**src/rtl/pipe_pkg.sv**
```systemverilog
// Shared definitions for the pipelined execute stage: ALU opcodes, widths and
// the register-slice record carried down the result pipeline.
package pipe_pkg;

    localparam int CTRL_W    = 4;
    localparam int XLEN_MAX  = 64;
    localparam int TAG_W_MAX = 16;
    localparam int OCC_W     = 3;

    typedef enum logic [CTRL_W-1:0] {
        ALU_AND = 4'b0000,
        ALU_OR  = 4'b0001,
        ALU_ADD = 4'b0010,
        ALU_SUB = 4'b0110,
        ALU_SLT = 4'b0111,
        ALU_NOR = 4'b1100
    } alu_op_e;

    // Fields are sized for the widest legal configuration; narrower units
    // zero-extend on load and use the low bits on output.
    typedef struct packed {
        logic                 valid;
        logic [XLEN_MAX-1:0]  result;
        logic                 zero;
        logic [TAG_W_MAX-1:0] tag;
    } slice_t;

endpackage

```
**src/rtl/pipe_exec_unit_alu_core.sv**
```systemverilog
// Combinational ALU: result and zero flag for the operation selected by
// alu_ctrl. Unknown codes yield 0.
module alu_core
    import pipe_pkg::*;
#(
    parameter int XLEN = 64
) (
    input  logic [CTRL_W-1:0] alu_ctrl,
    input  logic [XLEN-1:0]   op_a,
    input  logic [XLEN-1:0]   op_b,
    output logic [XLEN-1:0]   result,
    output logic              zero
);

    always_comb begin
        // NOTE: default assigned first so no path leaves result unassigned (no latch).
        result = '0;
        case (alu_ctrl)
            ALU_AND: result = op_a & op_b;
            ALU_OR:  result = op_a | op_b;
            ALU_ADD: result = op_a + op_b;
            ALU_SUB: result = op_a - op_b;
            ALU_SLT: result = {{(XLEN-1){1'b0}}, ($signed(op_a) < $signed(op_b))};
            ALU_NOR: result = ~(op_a | op_b);
            default: result = '0;
        endcase
    end

    assign zero = (result == '0);

endmodule

```
**src/rtl/pipe_exec_unit.sv**
```systemverilog
// Execute stage: ALU into slice 0, then a STAGES-deep register chain with
// valid/ready backpressure, flush and an occupancy count.
module pipe_exec_unit
    import pipe_pkg::*;
#(
    parameter int XLEN   = 64,
    parameter int STAGES = 2,
    parameter int TAG_W  = 5
) (
    input  logic              clock,
    input  logic              reset,
    input  logic              in_valid,
    output logic              in_ready,
    input  logic [CTRL_W-1:0] alu_ctrl,
    input  logic [XLEN-1:0]   op_a,
    input  logic [XLEN-1:0]   op_b,
    input  logic [TAG_W-1:0]  in_tag,
    input  logic              flush,
    output logic              out_valid,
    input  logic              out_ready,
    output logic [XLEN-1:0]   ALU_result,
    output logic              zero,
    output logic [TAG_W-1:0]  out_tag,
    output logic [OCC_W-1:0]  occupancy
);

    localparam slice_t SLICE_RESET = '{valid: 1'b0, result: '0, zero: 1'b1, tag: '0};

    slice_t            slice_q [STAGES];
    slice_t            last_slice;
    slice_t            new_slice;
    logic [XLEN-1:0]   alu_res;
    logic              alu_zero;
    logic              advance;
    logic              enter;
    logic              leave;
    logic [OCC_W-1:0]  occ_q;

    alu_core #(.XLEN(XLEN)) u_alu (
        .alu_ctrl (alu_ctrl),
        .op_a     (op_a),
        .op_b     (op_b),
        .result   (alu_res),
        .zero     (alu_zero)
    );

    assign advance  = !out_valid || out_ready;
    assign in_ready = advance;
    assign enter    = in_valid && advance;
    assign leave    = out_valid && out_ready;

    assign new_slice = '{valid:  in_valid,
                         result: XLEN_MAX'(alu_res),
                         zero:   alu_zero,
                         tag:    TAG_W_MAX'(in_tag)};

    always_ff @(posedge clock) begin
        if (!reset) begin
            // NOTE: data fields are reset too, so outputs are defined (0/zero=1) rather than X.
            for (int i = 0; i < STAGES; i++) slice_q[i] <= SLICE_RESET;
        end else if (flush) begin
            for (int i = 0; i < STAGES; i++) slice_q[i].valid <= 1'b0;
        end else if (advance) begin
            for (int i = STAGES - 1; i > 0; i--) slice_q[i] <= slice_q[i-1];
            slice_q[0] <= new_slice;
        end
    end

    // Occupancy tracks the valid bits: +1 on entry only, -1 on exit only.
    always_ff @(posedge clock) begin
        if (!reset || flush) begin
            occ_q <= '0;
        end else begin
            case ({enter, leave})
                2'b10:   occ_q <= occ_q + OCC_W'(1);
                2'b01:   occ_q <= occ_q - OCC_W'(1);
                default: occ_q <= occ_q;
            endcase
        end
    end

    assign last_slice = slice_q[STAGES-1];
    assign out_valid  = last_slice.valid;
    assign ALU_result = last_slice.result[XLEN-1:0];
    assign zero       = last_slice.zero;
    assign out_tag    = last_slice.tag[TAG_W-1:0];
    assign occupancy  = occ_q;

    // Upper record bits of the output slice are always zero in narrow builds.
    if (XLEN < XLEN_MAX) begin : g_res_pad
        logic unused_res_pad;
        assign unused_res_pad = ^last_slice.result[XLEN_MAX-1:XLEN];
    end
    if (TAG_W < TAG_W_MAX) begin : g_tag_pad
        logic unused_tag_pad;
        assign unused_tag_pad = ^last_slice.tag[TAG_W_MAX-1:TAG_W];
    end

endmodule

```
**config.mk**
```make
export PLATFORM = sky130hd
export DESIGN_NAME = pipe_exec_unit
export DESIGN_NICKNAME = d
export VERILOG_FILES = /design/src/rtl/pipe_pkg.sv /design/src/rtl/pipe_exec_unit_alu_core.sv /design/src/rtl/pipe_exec_unit.sv
export SDC_FILE = /design/constraint.sdc
export NUM_CORES = 1
export LEC_CHECK = 0
export CORE_MARGIN = 2
export CORE_UTILIZATION = 25
export DETAILED_ROUTE_END_ITERATION = 10
export PLACE_DENSITY = 0.47
export SLEW_MARGIN = 40
export SYNTH_ARGS = -nofsm -noshare
export SYNTH_HDL_FRONTEND = slang
export SYNTH_HIERARCHICAL = 1
export SYNTH_SLANG_ARGS = --single-unit
```
**constraint.sdc**
```tcl
create_clock -name clock -period 12.45 [get_ports clock]
set_input_delay 2.49 -clock clock [delete_from_list [all_inputs] [get_ports clock]]
set_output_delay 2.49 -clock clock [all_outputs]
set_load 0.02 [all_outputs]
```
==> results.md, run 1 <==
Worst setup path:
- The critical-path maximum fanout is 8.
- The worst setup path is launched from an input port.
- By startpoint and endpoint, the worst setup path is classified as input port to register.
- The required arrival time at the worst endpoint is about 13 ns.
- The setup slack of the most critical reg-to-reg path is a little under 10 ns.
- The type of destination of the critical path is a register.
- The endpoint arrival time on the critical path is around 8.3 ns.

Clock tree:
- After clock tree synthesis, the flow added hold-fix buffers numbering 0.
- At the later pin of the worst-skew pair, clock insertion delay measures 0.43 ns.
- The buffer depth of the longest clock path is 2.
- The tree is rooted in a sky130_fd_sc_hd__clkbuf_16.
- CTS built an H-tree with a depth of 4.
- The clock transition at the registers of the reported paths is roughly 0.06 ns.
- TritonCTS created 17 clock buffers.
- The number of instances resized during post-cts repair is 0.
- The clock drives between 100 and 150 sinks.
- The count of buffers added by post-CTS timing repair for setup is 0.
- TritonCTS built the clock tree.

Route:
- Once detail routing completed, the nets flagged for antenna violations numbered 0.
- For this run, design rule violations remaining after detail routing come to 0.
- Using the TritonRoute via totals, the vias-per-cell ratio works out to ~5.5.
- The final layout contains routed wiring with a total length of 81.85 mm.
- The initial DRC count is 1,913.
- Before antenna repair, the detailed router went through 5 iterations.
- Dividing the detail-routed wire length by the instance count gives 24.01 um.
- For this block, the via count after detailed routing is 18,810.

Synthesis:
- After synthesis, the share of flip-flops with an asynchronous set or reset is 0%.
- The warning count from the yosys run is 6.
- The fraction of the yosys area taken by sequential cells is roughly 23%.
- The post-synthesis instance area is 18,670 um2.
- The instance count of the mapped netlist is approximately 2,400.
- The synthesized area per cell is approximately 7.9 um2.
- Of all cell types, the one taking the most synthesized area is sky130_fd_sc_hd__edfxtp_1.
- Counting flops with a built-in enable in the synthesized netlist gives around 140.
- The synthesized netlist contains 95 unique library cells.
- The flip-flop cell with the highest count after synthesis is sky130_fd_sc_hd__edfxtp_1.
- When the netlist entered floorplanning its net count stood at approximately 2,700.
- In the synthesized netlist, the cells that appear most often are sky130_fd_sc_hd__nor2_1 (222), sky130_fd_sc_hd__ha_1 (214), sky130_fd_sc_hd__inv_1 (197), sky130_fd_sc_hd__a21oi_1 (193), sky130_fd_sc_hd__nand2_1 (152).
- Counting flops and latches in the post-synthesis netlist gives 145.
- The share of the synthesized area in the top cell type is 22.84%.
- The most frequent cell after synthesis is sky130_fd_sc_hd__nor2_1.
- Ranked by total cell area, the synthesized netlist is headed by sky130_fd_sc_hd__edfxtp_1 (23%), sky130_fd_sc_hd__ha_1 (14%), sky130_fd_sc_hd__a21oi_1 (5.2%).

Global routing:
- The total overflow left after global routing is 0.
- The first global-routing pass estimated 120.2 mm of wire.
- The global-route usage over all layers is between 20% and 30%.
- The number of global-route vias before repair was 18,200.
- The number of antenna violations at the first check in global routing is 5.
- The maximum number of pins on one net before global-route repair is about 90.

Die:
- The area of the core region is between 70,000 and 80,000 um2.
- The total die area is 76,860 um2.
- The initial standard-cell utilization of the core is approximately 25%.
- The floorplan has 100 rows.
- The die is 277.2 um tall.
- Pin placement for this block handled 217 I/O pins.
- The die is 277.2 um wide.

Run status:
- The run finished with clean final reports.

Final layout:
- The final-layout fill cell count is between 8,000 and 9,000.
- In the final layout, the share of cells above drive strength 1 is 5.248%.
- The area overhead of the layout relative to synthesis is 16.68%.
- Leaving out filler cells and counting taps, the final layout contains 3,409.
- The final layout contains 2,785 nets.
- The area occupied by multi-input gates is between 10,000 and 15,000 um2.
- The footprint of the flip-flops and latches is between 4000 and 5000 um2.

Placed design:
- At the end of routability-driven placement, the weighted congestion stood at 0.9404.
- During placement, the flow inserted port buffers numbering around 220.
- OpenSTA, run right after detailed placement, puts the worst setup slack at between 3 and 4 ns.
- After detailed placement, the design holds a cell count of 3,376.
- The detailed placer's ending HPWL is 65.82 mm.

Timing:
- The final cycle utilization of the critical path is between 60% and 70%.
- Setup repair after global routing left no endpoint under its margin.
- The remaining max-slew budget at the tightest pin is a little under 40%.
- After layout, the minimum clock period comes to between 8 and 9 ns.
- Derived from the worst setup path, the maximum achievable clock frequency is between 0.1 and 0.15 GHz.
- At the pin with the least slew margin, the transition time is 0.9088 ns.
- The final hold violation count is 0.
- The worst-case clock skew is roughly 0.0095 ns.
- The setup TNS is 0 ns.
- Setup violations remaining at the end of the flow were counted as 0.
- The final count of pins violating max slew is 0.
- Across all setup checks in the final design, the least slack found is roughly 4.4 ns.

Job:
- Max-cap violations in this run came to 0.

Pwr:
- The overall power is between 1.5 and 2 mW.
- The analysis attributes to cell leakage a power of between 9 and 10 nW.
- The power density normalized to cell area is roughly 86 nW/um2.
- VDD sags by at most roughly 0.000095 V.

Min path:
- The classification of the worst-slack hold path is register to register.
[critical path: stages]
cell and delay, ns:
sky130_fd_sc_hd__clkdlybuf4s50_1 0.52, sky130_fd_sc_hd__ha_1 0.23, sky130_fd_sc_hd__inv_1 0.07, sky130_fd_sc_hd__fa_1 0.41, sky130_fd_sc_hd__nand2b_1 0.19, sky130_fd_sc_hd__a21oi_1 0.32, sky130_fd_sc_hd__o21ai_0 0.24, sky130_fd_sc_hd__o31ai_1 0.57
sky130_fd_sc_hd__a21oi_1 0.14, sky130_fd_sc_hd__buf_4 0.19, sky130_fd_sc_hd__o31a_1 0.36, sky130_fd_sc_hd__o41ai_2 0.73, sky130_fd_sc_hd__o211ai_1 0.13, sky130_fd_sc_hd__o21ai_0 0.40, sky130_fd_sc_hd__or4bb_1 0.45, sky130_fd_sc_hd__nor3_2 0.22
sky130_fd_sc_hd__nand4_1 0.19, sky130_fd_sc_hd__nor4_2 0.30, sky130_fd_sc_hd__or3_1 0.15
[registers in the layout (all words and copies together) (netlist names)]
name and flops:
occupancy 3, slice_q 142
[final timing paths]
check	from	endpoint	cells past startpoint
max	op_b[0]	slice_q[0][16]	19
min	occupancy[2]	occupancy[2]	2
max reg2reg	slice_q[0][163]	occupancy[2]	9
min reg2reg	occupancy[2]	occupancy[2]	2
[kinds of logic (layout without fill, tap and decap cells)]
family                     count (synthesis)  after routing  synth area share [%]
adders and majority gates                217            217                 14.67
and+or+nand+nor                          827            827                 22.76
DFF                                      145            145                 23.17
buffers and inverters                    410            474                 10.32
other                                      0              1                     0
muxes                                     18             18                 1.012
xor gates and xnor gates                  20             20                0.9385
AOI/OAI and AO/OA                        738            738                 27.14
[cell usage in the layout, fill, tap and decap left out, drive strengths merged, types with 10 or more instances in the layout]
cell           synthesis  final
nor2                 222    222
clkdlybuf4s50          0    216
ha                   214    214
inv                  198    199
a21oi                194    194
nand2                152    152
and3                 148    148
edfxtp               142    142
o21ai                130    130
a221oi                48     48
nor3                  48     48
nand3                 46     46
nand4                 44     44
nor4                  44     44
o31ai                 42     42
a21o                  31     31
buf                  113     27
a211oi                26     26
o211ai                25     25
a221o                 25     25
o21a                  24     24
nand2b                23     23
a31oi                 22     22
o21bai                21     21
nor2b                 21     21
clkbuf                98     19
xnor2                 18     18
o22ai                 15     15
o221ai                15     15
and2                  14     14
or3                   13     13
mux2i                 11     11
or2                   11     11
a22oi                 10     10
or4                   10     10
[final cells by class]
cell class                 instances  area share, %
clock inverter                    13         0.6319
multi-input combinational       1820          57.65
antenna                            1        0.01149
inverter                         199          3.430
sequential                       145          19.85
clock buffer                      19          1.988
timing repair buffer             243          10.86
tap                              969          5.567
[power by group]
group,internal (mW),leakage (nW),switching [mW]
Clock,0.294,0.275,0.197
Combinational,0.271,7.29,0.526
Sequential,0.571,1.60,0.00869
[per-layer routing]
layer / share of wire [%] / routed length [um] / global-route usage [%]
met5: 0.033 / 27 / 0
met4: 2.1 / 1714 / 5.156
met3: 5.9 / 4827 / 2.902
met2: 46 / 37640 / 33.44
met1: 46 / 37640 / 28.24
[stage by stage]
| step | util (%) | hold WS, ns | area, um2 |
|---|---|---|---|
| 6_report | 29.35 | 0.4991 | 21780 |
| 4_1_cts | 29.31 | 0.5013 | 21750 |
| 5_1_grt | 29.35 | 0.5359 | 21780 |
| 2_1_floorplan | - | 0.4817 | 18670 |
| 3_5_place_dp | 28.54 | 0.4928 | 21180 |
| 3_3_place_gp | 28.47 | 0.4694 | 21120 |
Note: power is estimated with default switching activity, not from simulation.
==> run 2, diff against run 1 <==
==> constraint.sdc (replaced) <==
create_clock -name clock -period 8.3 [get_ports clock]
set_input_delay 1.66 -clock clock [delete_from_list [all_inputs] [get_ports clock]]
set_output_delay 1.66 -clock clock [all_outputs]
set_load 0.02 [all_outputs]
==> results.md, run 2 (synthesis results as in run 1) <==
Run status:
- The run finished with clean final reports.

Route:
- The total length of routed met2 wires is 38.12 mm (+1.3%).
- The met1 routed wirelength after detailed routing came to 39.02 mm (+3.6%).
- The met3 routed wirelength is 4.469 mm (-7.4%).
- The number of vias in the routed layout came to 19,090 (+1.5%).
- The final routed wire length divided by cell count was 24.38 um (+1.6%).
- The initial DRC count was 1,708 (-11%).
- The detailed-route vias per instance is 5.561 (+0.78%).
- In this run the top signal layer used is met5.
- The iteration count of the initial detailed-routing pass was 6 (+1).
- The number of routed nets with antenna violations was 0 (unchanged).
- The number of remaining DRC errors came to 0 (unchanged).
- The routed wire length is 83.69 mm (+2.2%).

Final layout:
- The final-layout fill cell count came to 7,937 (-0.94%).
- The largest register by flop count is slice_q.
- The layout cell share with drive strength beyond 1 is 6.176% (+0.93 points).
- The number of flip-flops under the largest register name is 142 (unchanged).
- Leaving out fill and tap cells, the most frequent cells in the layout are sky130_fd_sc_hd__nor2_1 (222), sky130_fd_sc_hd__clkdlybuf4s50_1 (215), sky130_fd_sc_hd__ha_1 (214), sky130_fd_sc_hd__inv_1 (197), sky130_fd_sc_hd__a21oi_1 (193).
- The final net count is 2,807 (+0.79%).
- The commonest non-fill, non-tap cell in the layout is sky130_fd_sc_hd__nor2_1.
- The area overhead of the layout relative to synthesis is 17.59%.

Die:
- The total I/O pin count is 217 (unchanged).
- The initial standard-cell utilization of the core is 25.16% (unchanged).
- The area of the core region was 74,200 um2 (unchanged).
- The number of placement rows came to 100 (unchanged).
- The height of the die is 277.2 um (unchanged).
- The total die area is 76,860 um2 (unchanged).
- The x dimension of the die is 277.2 um (unchanged).

Worst setup path:
- The most critical setup path has its endpoint at slice_q[0][16].
- The endpoint arrival time on the critical path is 7.76 ns (-0.57 ns).
- The required arrival time at the worst endpoint came to 8.59 ns (-4.15 ns).
- The setup slack of the most critical reg-to-reg path is 5.63 ns (-4.29 ns).
- The type of destination of the critical path is a register.
- In this run the critical register-to-register path is launched from slice_q[0][163].
- The critical path startpoint is op_b[0].
- The critical-path maximum fanout is 8 (unchanged).
- The delay of the slowest cell on the worst path came to 0.80 ns (+0.07 ns).
- The worst setup path is launched from an input port.
- The type of the worst setup path is input port to register.
- The cell family with the largest share of critical-path delay is compound AO/OA/AOI/OAI gates.
- The library cell contributing the largest single delay on the critical path is sky130_fd_sc_hd__o41ai_2.
- The critical path depth in cells is 19 (unchanged).
- The capture point of the worst reg-to-reg path is occupancy[2].
- The worst reg2reg path depth came to 10 (+1).
- The sum of buffers and inverters on the critical path came to 3 (unchanged).
- Walking the worst path, the cells encountered are clkdlybuf4s50_1, ha_1, inv_1, fa_1, nand2b_1, a21oi_1, o21ai_0, o31ai_1, a21oi_1, buf_4, o31a_1, o41ai_2, o211ai_1, o21ai_0, or4bb_1, nor3_2, nand4_1, nor4_2, or3_1.

Timing:
- Setup repair after global routing left no endpoint under its margin.
- The total of endpoints with negative setup slack in the final report came to 0 (unchanged).
- The final cycle utilization of the critical path is between 80% and 90%.
- The slew at the pin closest to its max-slew limit is 0.9073 ns (-0.001474 ns).
- The final count of pins violating max slew came to 0 (unchanged).
- After layout, the minimum clock period comes to about 7.5 ns.
- The final hold violation count is 0 (unchanged).
- The highest achievable clock rate is 0.1339 GHz.
- The remaining max-slew budget at the tightest pin came to 38.87% (-0.54 points).
- The worst-case clock skew is 0.01222 ns (+0.002717 ns).
- The setup TNS is 0 ns (unchanged).

Clock tree:
- The number of instances resized during post-cts repair is 0 (unchanged).
- The CTS tree is yes.
- The tree is rooted in a sky130_fd_sc_hd__clkbuf_16.
- The latest clock arrival within the worst-skew pair was 0.43 ns (about the same).
- The level count of the clock H-tree is 4 (unchanged).
- The quantity of hold-fixing buffers added after cts was 0 (unchanged).
- The total number of clock tree sinks was 145 (unchanged).
- The number of CTS-inserted buffers came to 17 (unchanged).
- The buffer depth of the longest clock path is 2 (unchanged).
- The count of buffers added by post-CTS timing repair for setup is 0 (unchanged).
- The clock transition at the registers of the reported paths came to 0.06 ns (about the same).

Global routing:
- The number of antenna violations at the first check in global routing is 6 (+1).
- The first-pass GRT wire length is 124.3 mm (+3.5%).
- The global-route usage over all layers came to 21.05% (+0.57 points).
- The residual overflow from global routing was 0 (unchanged).
- The maximum number of pins on one net before global-route repair came to 142 (+60%).
- The number of global-route vias before repair is 18,630 (+2.4%).

Pwr:
- The standby leakage power is 9.260 nW (+1.0%).
- The largest vdd supply drop is 0.0001396 V (+47%).
- The power density normalized to cell area is 127.4 nW/um2 (+49%).
- The overall power is 2.797 mW (+50%).

Placed design:
- The count of input and output buffers is 216 (unchanged).
- The final weighted congestion of routability-driven global placement is 0.9434 (+0.32%).
- The detailed placer's ending HPWL is 66.66 mm (+1.3%).

Job:
- The max-cap check violation count is 0 (unchanged).

Min path:
- The path class of the tightest hold or removal check is register to register.
-- run 2: cell count changes in the layout (fill, tap and decap cells not counted), sizes merged --
cell           change
buf               +21
diode              +1
clkdlybuf4s50      -1
clkinvlp           +4
bufinv             -1
clkinv             -3
inv                +2
-- run 2: where the power goes --
| group | switching (mW) | internal (mW) |
|---|---|---|
| Clock | 0.307 | 0.414 |
| Sequential | 0.0127 | 0.857 |
| Combinational | 0.791 | 0.416 |
-- run 2: worst min path at each step --
stage	from	end	cells after the start
after global routing	occupancy[2]	occupancy[2]	2
after detailed placement	occupancy[2]	occupancy[2]	2
after floorplan	slice_q[0][16]	slice_q[0][98]	1
after global placement	occupancy[2]	occupancy[2]	2
after CTS	occupancy[2]	occupancy[2]	2
final	occupancy[2]	occupancy[2]	2
-- run 2: through the flow --
| step | area (um2) | setup WS, ns | instances | util, % | hold WS [ns] |
|---|---|---|---|---|---|
| 2_1_floorplan | 18670 | 2.484 | 2375 | - | 0.4817 |
| 3_3_place_gp | 21310 | 0.6457 | 3398 | 28.73 | 0.4723 |
| 3_5_place_dp | 21340 | 0.5883 | 3398 | 28.77 | 0.4913 |
| 4_1_cts | 21900 | 0.9994 | 3430 | 29.52 | 0.5013 |
| 5_1_grt | 21940 | 0.7234 | 3430 | 29.58 | 0.5341 |
| 6_report | 21950 | 0.8329 | 3432 | 29.58 | 0.5040 |
-- run 2: layout make-up --
class	instances	area [um2]	share of cell area [%]
clock inverter	15	136.4	0.6214
tap	969	1212	5.524
multi-input combinational	1820	12530	57.08
inverter	199	747.0	3.403
sequential	145	4324	19.70
antenna	2	5.005	0.02280
timing repair buffer	265	2570	11.71
clock buffer	17	425.4	1.938
-- run 2: per-layer routing --
layer / track usage [%] / vias up
met3: 2.194 / 96
met2: 33.97 / 732
met5: 0 / -
met1: 29.67 / 9361
li1: - / 8896
met4: 5.727 / 2
-- run 2: worst register-to-register path, stage by stage (launching register included) --
cell and delay, ns:
sky130_fd_sc_hd__edfxtp_1 0.36, sky130_fd_sc_hd__nor2b_4 0.28, sky130_fd_sc_hd__inv_2 0.07, sky130_fd_sc_hd__clkbuf_8 0.40, sky130_fd_sc_hd__nand2_1 0.22, sky130_fd_sc_hd__ha_1 0.20, sky130_fd_sc_hd__inv_1 0.07, sky130_fd_sc_hd__fa_1 0.38
sky130_fd_sc_hd__xor2_1 0.18, sky130_fd_sc_hd__or3_1 0.31, sky130_fd_sc_hd__a21oi_1 0.15
==> run 3, diff against run 2 <==
--- a/config.mk
+++ b/config.mk
@@ -8,6 +8,7 @@
 export CORE_MARGIN = 2
 export CORE_UTILIZATION = 25
 export DETAILED_ROUTE_END_ITERATION = 10
+export MAX_ROUTING_LAYER = met4
 export PLACE_DENSITY = 0.47
 export SLEW_MARGIN = 40
 export SYNTH_ARGS = -nofsm -noshare
==> results.md, run 3 (synthesis results as in run 1) <==
Run status:
- The flow ran to the end, and the final reports show no timing, DRC or antenna violations.

Route:
- The final routed wire length divided by cell count was 24.43 um (+0.18%).
- The met1 routed wirelength after detailed routing is 37.93 mm (-2.8%).
- The number of vias in the routed layout is 19,090 (-0.010%).
- The met3 routed wirelength is 5.460 mm (+22%).
- The routed wire length was 84.13 mm (+0.53%).
- The highest routed metal layer is met4.
- The initial DRC count came to 1,886 (+10%).
- The detailed-route vias per instance is 5.542 (-0.36%).
- The number of remaining DRC errors was 0 (unchanged).
- The total length of routed met2 wires is 38.49 mm (+0.95%).
- The iteration count of the initial detailed-routing pass is 5 (-1).
- The number of routed nets with antenna violations is 0 (unchanged).

Global routing:
- The number of antenna violations at the first check in global routing is 6 (unchanged).
- The maximum number of pins on one net before global-route repair is 142 (unchanged).
- The global-route usage over all layers was 21.60% (+0.55 points).
- The number of global-route vias before repair is 18,500 (-0.69%).
- The residual overflow from global routing is 0 (unchanged).
- The first-pass GRT wire length is 122.6 mm (-1.4%).

Placed design:
- The count of input and output buffers is 216 (unchanged).
- The detailed placer's ending HPWL is 67.63 mm (+1.5%).
- The final weighted congestion of routability-driven global placement is 0.9898 (+4.9%).

Clock tree:
- The total number of clock tree sinks came to 145 (unchanged).
- The tree is rooted in a sky130_fd_sc_hd__clkbuf_16.
- The level count of the clock H-tree was 4 (unchanged).
- The count of buffers added by post-CTS timing repair for setup is 0 (unchanged).
- The quantity of hold-fixing buffers added after cts was 0 (unchanged).
- The latest clock arrival within the worst-skew pair was 0.42 ns (about the same).
- The CTS tree is yes.
- The buffer depth of the longest clock path was 2 (unchanged).
- The clock transition at the registers of the reported paths is 0.06 ns (about the same).
- The number of CTS-inserted buffers is 17 (unchanged).
- The number of instances resized during post-cts repair is 0 (unchanged).

Final layout:
- The number of flip-flops under the largest register name came to 142 (unchanged).
- The library cell used most frequently in the layout, excluding fill and tap cells, is sky130_fd_sc_hd__nor2_1.
- More flip-flops sit in one register than any other, and that register is slice_q.
- Leaving out fill and tap cells, the most frequent cells in the layout are sky130_fd_sc_hd__nor2_1 (222), sky130_fd_sc_hd__clkdlybuf4s50_1 (216), sky130_fd_sc_hd__ha_1 (214), sky130_fd_sc_hd__inv_1 (197), sky130_fd_sc_hd__a21oi_1 (192).
- The footprint of the flip-flops and latches is 4324 um2 (unchanged).
- The layout cell share with drive strength beyond 1 is 6.440% (+0.26 points).
- The final-layout fill cell count came to 7,955 (+0.23%).
- The final core area utilization is 29.80% (+0.22 points).
- The area occupied by multi-input gates is 12,530 um2 (about the same).
- The final net count is 2,815 (+0.29%).
- Compared with the post-synthesis result, the final layout area differs by 18.45%.

Timing:
- The setup TNS is 0 ns (unchanged).
- The slew at the pin closest to its max-slew limit was 0.9441 ns (+0.03679 ns).
- The worst-case clock skew came to 0.005523 ns (-0.006697 ns).
- Setup repair after global routing left no endpoint under its margin.
- The final count of pins violating max slew is 0 (unchanged).
- The highest achievable clock rate is 0.1358 GHz (+1.4%).
- The total of endpoints with negative setup slack in the final report is 0 (unchanged).
- The final period demand of the worst path was 7.366 ns (-0.1008 ns).
- The final hold violation count is 0 (unchanged).
- The final cycle utilization of the critical path is 88.75% (-1.2 points).
- The remaining max-slew budget at the tightest pin is 36.39% (-2.5 points).

Worst setup path:
- The worst reg2reg path depth is 10 (unchanged).
- The required arrival time at the worst endpoint came to 8.60 ns (about the same).
- The critical path goes through clkdlybuf4s50_1, ha_1, inv_1, fa_1, nand2b_1, a21oi_1, o21ai_0, o31ai_1, a21oi_1, buf_4, o31a_1, o41ai_2, o211ai_1, o21ai_0, or4bb_1, nor3_2, nand4_1, nor4_2, or3_1.
- The endpoint arrival time on the critical path is 7.66 ns (-0.10 ns).
- The setup slack of the most critical reg-to-reg path came to 5.55 ns (-0.08 ns).
- The delay of the slowest cell on the worst path is 0.79 ns (about the same).
- The critical-path maximum fanout is 8 (unchanged).
- The slowest stage of the critical path belongs to the cell sky130_fd_sc_hd__o41ai_2.
- The startpoint identified for the worst register-to-register timing path is slice_q[0][163].
- The worst register-to-register path ends at occupancy[2].
- The worst setup path is launched from an input port.
- The worst setup path is captured at a register.
- The critical path in this run is classified as input port to register.

Die:
- The area of the core region is 74,200 um2 (unchanged).
- The total I/O pin count is 217 (unchanged).
- The number of placement rows came to 100 (unchanged).
- The initial standard-cell utilization of the core is 25.16% (unchanged).
- The x dimension of the die is 277.2 um (unchanged).
- The height of the die came to 277.2 um (unchanged).
- The total die area is 76,860 um2 (unchanged).

Pwr:
- The power density normalized to cell area came to 129.8 nW/um2 (+1.9%).
- The overall power is 2.870 mW (+2.6%).
- The standby leakage power is 9.344 nW (+0.91%).
- The largest vdd supply drop is 0.0001397 V (about the same).

Min path:
- The worst hold path terminates at slice_q[0][98].
- The classification of the worst-slack hold path is register to register.
- The depth of the worst hold-timing path is 1 (-1).
- The startpoint of the most critical hold path is slice_q[0][16].

Job:
- The max-cap check violation count is 0 (unchanged).
-- run 3: cell count changes in the layout (fill, tap and decap cells not counted), moves of 2 or more --
| cell | previous run | this run |
|---|---|---|
| sky130_fd_sc_hd__bufinv_16 | 1 | 3 |
| sky130_fd_sc_hd__nor4_1 | 34 | 36 |
| sky130_fd_sc_hd__buf_6 | 2 | 0 |
| sky130_fd_sc_hd__diode_2 | 2 | 6 |
| sky130_fd_sc_hd__nor4_2 | 10 | 8 |
| sky130_fd_sc_hd__buf_4 | 43 | 50 |
-- run 3: area by class of cell --
cell class                 count  share of cell area (%)
clock buffer                  17                   1.924
antenna                        6                 0.06791
sequential                   145                   19.56
clock inverter                15                  0.8319
multi-input combinational   1820                   56.69
inverter                     199                   3.378
tap                          969                   5.484
timing repair buffer         273                   12.06
-- run 3: worst max path at each step --
stage / startpoint / endpoint / slack [ns] / depth (start not counted)
after floorplan: out_ready / slice_q[0][0] / 2.48 / 2
after global placement: op_b[0] / slice_q[0][16] / 0.57 / 19
after detailed placement: op_b[0] / slice_q[0][16] / 0.65 / 19
after CTS: op_b[0] / slice_q[0][16] / 1.06 / 19
after global routing: op_b[0] / slice_q[0][16] / 0.84 / 19
final: op_b[0] / slice_q[0][16] / 0.93 / 19
-- run 3: power by group --
part	switching [mW]	total [mW]	leakage [nW]	internal [mW]
logic	0.796	1.22	7.47	0.422
clock network	0.309	0.783	0.280	0.474
registers	0.0129	0.870	1.60	0.857
-- run 3: worst max-delay path, delay by kind of cell --
kind / cells / cell delay, ns
compound gates: 8 / 3.03
buf+inv: 3 / 0.79
fa+ha+maj: 2 / 0.68
simple gates: 6 / 1.48
-- run 3: metrics by stage --
step           cell area [um2]  hold slack, ns  cells  setup slack [ns]
5_1_grt                  22110          0.5380   3442            0.8411
2_1_floorplan            18670          0.4817   2375             2.484
4_1_cts                  22060          0.5069   3438             1.059
3_3_place_gp             21370          0.4706   3404            0.5682
3_5_place_dp             21450          0.4927   3406            0.6514
6_report                 22110          0.5037   3444            0.9337
-- run 3: layer usage --
| metal | vias up | GRT usage (%) |
|---|---|---|
| li1 | 8934 | - |
| met1 | 9275 | 28.56 |
| met2 | 777 | 34.15 |
| met3 | 99 | 3.096 |
| met4 | 0 | 6.243 |
| met5 | - | - |
==> RTL edit 1, RTL diff (flow settings as in run 1) <==
Change the parameter `TAG_W` from 5 to 10.
--- a/src/rtl/pipe_exec_unit.sv
+++ b/src/rtl/pipe_exec_unit.sv
@@ -6,5 +6,5 @@
     parameter int XLEN   = 64,
     parameter int STAGES = 2,
-    parameter int TAG_W  = 5
+    parameter int TAG_W  = 10
 ) (
     input  logic              clock,
Ports: changed (resized in_tag and out_tag); port bits go from 217 to 227. No check against the original RTL was run, so the function may have changed too.
==> RTL edit 1 against run 1 <==
- synthesized cell count up 1.2%
- worst setup slack lost 0.39 ns
- area after synthesis up 2.7%
- clock power rose by 7.3%
- routed wire length increased by 2.5%
- power up 4.2%
- cell area rose by 2.4%
- sequential cell count rose by 10
- highest routed layer unchanged
==> RTL edit 1: results <==
[critical_path]
reg2reg_slack_ns = 10.06
crit_arrival_ns = 8.72
reg2reg_from = "slice_q[0][163]$_SDFFCE_PN0P_"
r2r_cells = 4
cp_max_fo = 8
r2r_end = "slice_q[0][29]$_SDFFCE_PN0P_"

[routing]
drt_iter0_drc = 1975
viasPerCell = 5.530
dr.pass1.iters = 6
wl_microns = 83900

[logic_synthesis]
synth_area_leaders = "edfxtp_1 (24%), ha_1 (14%), and3_1 (5.2%), a21oi_1 (5.0%), nor2_1 (4.3%)"
ys_types = 96
ys_seq_area_share_pct = 24.12
synth_edf_count = 152
synthTopCellsByCount = "nor2_1 (222), ha_1 (214), inv_1 (197), a21oi_1 (193), and3_1 (158)"
syn_nets = 2767
yosys_warnings = 6
ys_async_sr_fraction_pct = 0

[min_path]
holdPathEnd = "occupancy[2]$_SDFFE_PP0P_"
whs_path_depth = 2
hp-class = "flop to flop"
holdCritStartpoint = "occupancy[2]$_SDFFE_PP0P_"

[clock_tree]
cts_max_path_buffers = 2
cts.clk_slew.worst_paths_ns = 0.06
postCtsSetupRepairBufs = 0
htreeDepth = 4
root_buffer = "clkbuf_16"
clk_latency_ns = 0.43
cts_made_buffers = 17
cts_resized = 0

[final_layout]
drive_gt1_share_pct = 5.112
largest_reg_flops = 152
largest-register = "slice_q"

[power]
power_leakage_nw = 9.350
peakVddDrop_uv = 64.43

[global_routing]
antenna_found_initial = 6
grt_pass1_wl_microns = 123100
first_global_vias = 18387
track_usage_pct = 20.57
grt_max_degree = 119

[placed_design]
pre_cts_slack_ns = 3.876
portBuffers = 226
gp_congestion = 0.9407
dp_hpwl_microns = 66160

[sta]
skew_ns = 0.008368
tightest_slew_ns = 0.9054

[outcome]
status = "finished clean"
-- RTL edit 1: how the worst max path moves through the flow --
stage / from / endpoint / slack (ns) / cells after the start
2_1_floorplan: out_ready / slice_q[0][0]$_SDFFCE_PN0P_ / 2.64 / 2
3_3_place_gp: op_b[0] / slice_q[0][16]$_SDFFCE_PN1P_ / 3.41 / 18
3_5_place_dp: op_b[0] / slice_q[0][16]$_SDFFCE_PN1P_ / 3.88 / 18
4_1_cts: op_b[0] / slice_q[0][16]$_SDFFCE_PN1P_ / 4.28 / 18
5_1_grt: op_b[0] / slice_q[0][16]$_SDFFCE_PN1P_ / 3.95 / 18
6_report: op_b[0] / slice_q[0][16]$_SDFFCE_PN1P_ / 4.03 / 18
-- RTL edit 1: final cells by class --
class	instances	area [sq um]
fillers	8102	53650
multi-input cells	1830	12600
flip-flops and latches	155	4624
repair buffers	249	2434
well taps	1030	1289
inverters	199	747.0
clock buffers	21	440.4
clock inverters	11	148.9
diodes	3	7.507
-- RTL edit 1: layer usage --
metal	vias to the layer above	routed length [microns]	global-route usage, %
met5	-	50	0
met4	8	1691	4.662
met3	92	5542	2.344
met2	833	37610	32.98
met1	9477	39000	29.34
li1	8935	-	-
-- RTL edit 1: report_power, final --
part | internal, W | switching, W | total (W)
registers | 0.000611 | 0.00000968 | 0.000620
clock network | 0.000315 | 0.000211 | 0.000527
logic | 0.000273 | 0.000526 | 0.000800
-- RTL edit 1: per-stage QoR --
stage,instances,hold WS [ns],total power [W],cell area [sq um]
after floorplan,2403,0.4817,0.001123,19180
after global placement,3462,0.4682,0.001411,21630
after detailed placement,3462,0.4910,0.001413,21670
after CTS,3494,0.5103,0.001949,22260
after global routing,3495,0.5270,0.002042,22290
final,3498,0.5068,0.001947,22300
-- RTL edit 1: cell families after synthesis --
| logic type | Yosys count | share of synthesized area [%] |
|---|---|---|
| XOR/XNOR | 20 | 0.9135 |
| multiplexers | 18 | 0.9853 |
| AO/OA/AOI/OAI | 738 | 26.41 |
| AND/OR/NAND/NOR | 837 | 22.50 |
| adder cells (fa/ha/maj) | 217 | 14.28 |
| flip-flops | 155 | 24.12 |
| buffers and inverters | 418 | 10.79 |
-- RTL edit 1: worst max-delay path, cell delays in order --
cell	delay (ns)
clkdlybuf4s50_1	0.61
ha_1	0.26
inv_1	0.07
fa_1	0.47
nand2b_1	0.20
a21oi_1	0.33
o21ai_0	0.27
o31ai_1	0.69
a21oi_2	0.31
o31a_1	0.42
o41ai_2	0.69
o211ai_1	0.14
o21ai_0	0.54
or4bb_1	0.46
nor3_2	0.18
nand4_1	0.18
nor4_2	0.25
or3_1	0.14
==> RTL edit 2, RTL diff (config.mk and constraints of run 1) <==
Without the edit above. Remove the case item `ALU_SUB` of the case on `alu_ctrl`.
--- a/src/rtl/pipe_exec_unit_alu_core.sv
+++ b/src/rtl/pipe_exec_unit_alu_core.sv
@@ -20,5 +20,4 @@
             ALU_OR:  result = op_a | op_b;
             ALU_ADD: result = op_a + op_b;
-            ALU_SUB: result = op_a - op_b;
             ALU_SLT: result = {{(XLEN-1){1'b0}}, ($signed(op_a) < $signed(op_b))};
             ALU_NOR: result = ~(op_a | op_b);
Check against the original RTL: not equivalent (a bounded check fails within 4 cycles, from zero or initial values).
==> RTL edit 2 against run 1 <==
- worst setup slack gained 1.1 ns
- global-route usage shrank 2.9 points
- routed wire length shrank 33%
- area after synthesis shrank 20%
- sequential share of layout area grew 4.6 points
- power shrank 14%
- cell area shrank 19%
- count of clock-buffer cells in the layout shrank 2
- sequential cell count is the same
- largest power group is now sequential cells
==> RTL edit 2: results <==
[outcome]
status = "finished clean"

[logic_synthesis]
synthTopCellsByCount = "ha_1 (193), inv_1 (173), and3_1 (145), edfxtp_1 (142), nor2_1 (130)"
ys_seq_area_share_pct = 29.09
synth_area_leaders = "edfxtp_1 (29%), ha_1 (16%), and3_1 (6.1%), inv_1 (4.4%), a21oi_1 (4.1%)"
ys_async_sr_fraction_pct = 0
syn_nets = 2094
syn_avg_cell_area_sq_um = 8.459
ys_types = 77

[clock_tree]
root_buffer = "clkbuf_16"
htreeDepth = 4
clk_latency_ns = 0.42
cts.clk_slew.worst_paths_ns = 0.06
postCtsSetupRepairBufs = 0
cts_max_path_buffers = 2

[placed_design]
gp_congestion = 0.8955
dp_hpwl_microns = 43690
pre_cts_slack_ns = 5.094
portBuffers = 216
dpl-instance-area_sq_um = 17050

[sta]
tightest_slew_ns = 0.9089
holdWs_ns = 0.5126
skew_ns = 0.008627
fin_crit_ns = 6.980

[critical_path]
crit_path_top_delay_cell = "clkdlybuf4s50_1"
cp_max_fo = 8
crit_arrival_ns = 7.27
reg2reg_slack_ns = 10.00
slowest_delay_ns = 0.60

[power]
p_switching_w = 0.0005375
peakVddDrop_uv = 67.06
power_leakage_nw = 7.755

[global_routing]
grt_max_degree = 104
track_usage_pct = 17.56
first_global_vias = 12883
antenna_found_initial = 3
grt_pass1_wl_microns = 81810

[routing]
post_drt_wl_per_cell_microns = 21.02
drt_iter0_drc = 1019
viasPerCell = 5.100

[final_layout]
fin_cells = 2611
nets = 2160
drive_gt1_share_pct = 3.922

[min_path]
hp-class = "flop to flop"
-- RTL edit 2: cell count changes in the layout (fill, tap and decap cells not counted), moves of 19 or more --
cell / change
inv_1: -24
nor3_1: -23
nand2_1: -44
buf_4: -19
ha_1: -21
o31ai_1: -28
nor2_1: -93
a21oi_1: -70
-- RTL edit 2: metrics by stage --
stage | util, % | total power, W
3_3_place_gp | 28.92 | 0.001096
2_1_floorplan | - | 0.0009104
5_1_grt | 30.00 | 0.001684
3_5_place_dp | 28.94 | 0.001097
4_1_cts | 29.92 | 0.001609
6_report | 30.00 | 0.001597
-- RTL edit 2: routing by layer --
layer	GRT usage, %	wire, microns	up-vias
met5	0	11	-
met4	4.015	739	2
met3	2.119	3128	33
met2	26.86	24360	436
met1	26.09	26640	6429
li1	-	-	6415
-- RTL edit 2: cell families (layout without fill, tap and decap cells) --
| family | Yosys count | in the layout | synth area share (%) |
|---|---|---|---|
| xor gates and xnor gates | 46 | 46 | 2.711 |
| adders and majority gates | 195 | 195 | 16.52 |
| and+or+nand+nor | 549 | 549 | 19.06 |
| DFF | 145 | 145 | 29.09 |
| buffers and inverters | 355 | 434 | 11.58 |
| muxes | 6 | 6 | 0.4125 |
| AOI/OAI and AO/OA | 461 | 461 | 20.62 |
| other | 0 | 2 | 0 |
-- RTL edit 2: worst paths after layout --
kind	start	cells past startpoint	end
worst max-delay path	op_a[11]	15	slice_q[0][16]$_SDFFCE_PN1P_
worst max register to register	slice_q[0][163]$_SDFFCE_PN0P_	9	occupancy[2]$_SDFFE_PP0P_
worst min register to register	occupancy[2]$_SDFFE_PP0P_	2	occupancy[2]$_SDFFE_PP0P_
worst min-delay path	occupancy[2]$_SDFFE_PP0P_	2	occupancy[2]$_SDFFE_PP0P_
-- RTL edit 2: area by class of cell --
class | count | area [sq um]
Fill cell | 6193 | 41240
Clock inverter | 15 | 155.1
Antenna cell | 2 | 5.005
Multi-Input combinational cell | 1257 | 8856
Clock buffer | 17 | 425.4
Tap cell | 773 | 967.2
Sequential cell | 145 | 4324
Inverter | 175 | 656.9
Timing Repair Buffer | 227 | 2280
-- RTL edit 2: power by group through the flow --
| stage | logic, W | registers (W) | clock network (W) |
|---|---|---|---|
| floorplan | 0.000325 | 0.000585 | 0 |
| global placement | 0.000512 | 0.000584 | 0 |
| detailed placement | 0.000513 | 0.000584 | 0 |
| CTS | 0.000515 | 0.000573 | 0.000520 |
| global route | 0.000566 | 0.000575 | 0.000543 |
| finish | 0.000520 | 0.000572 | 0.000505 |
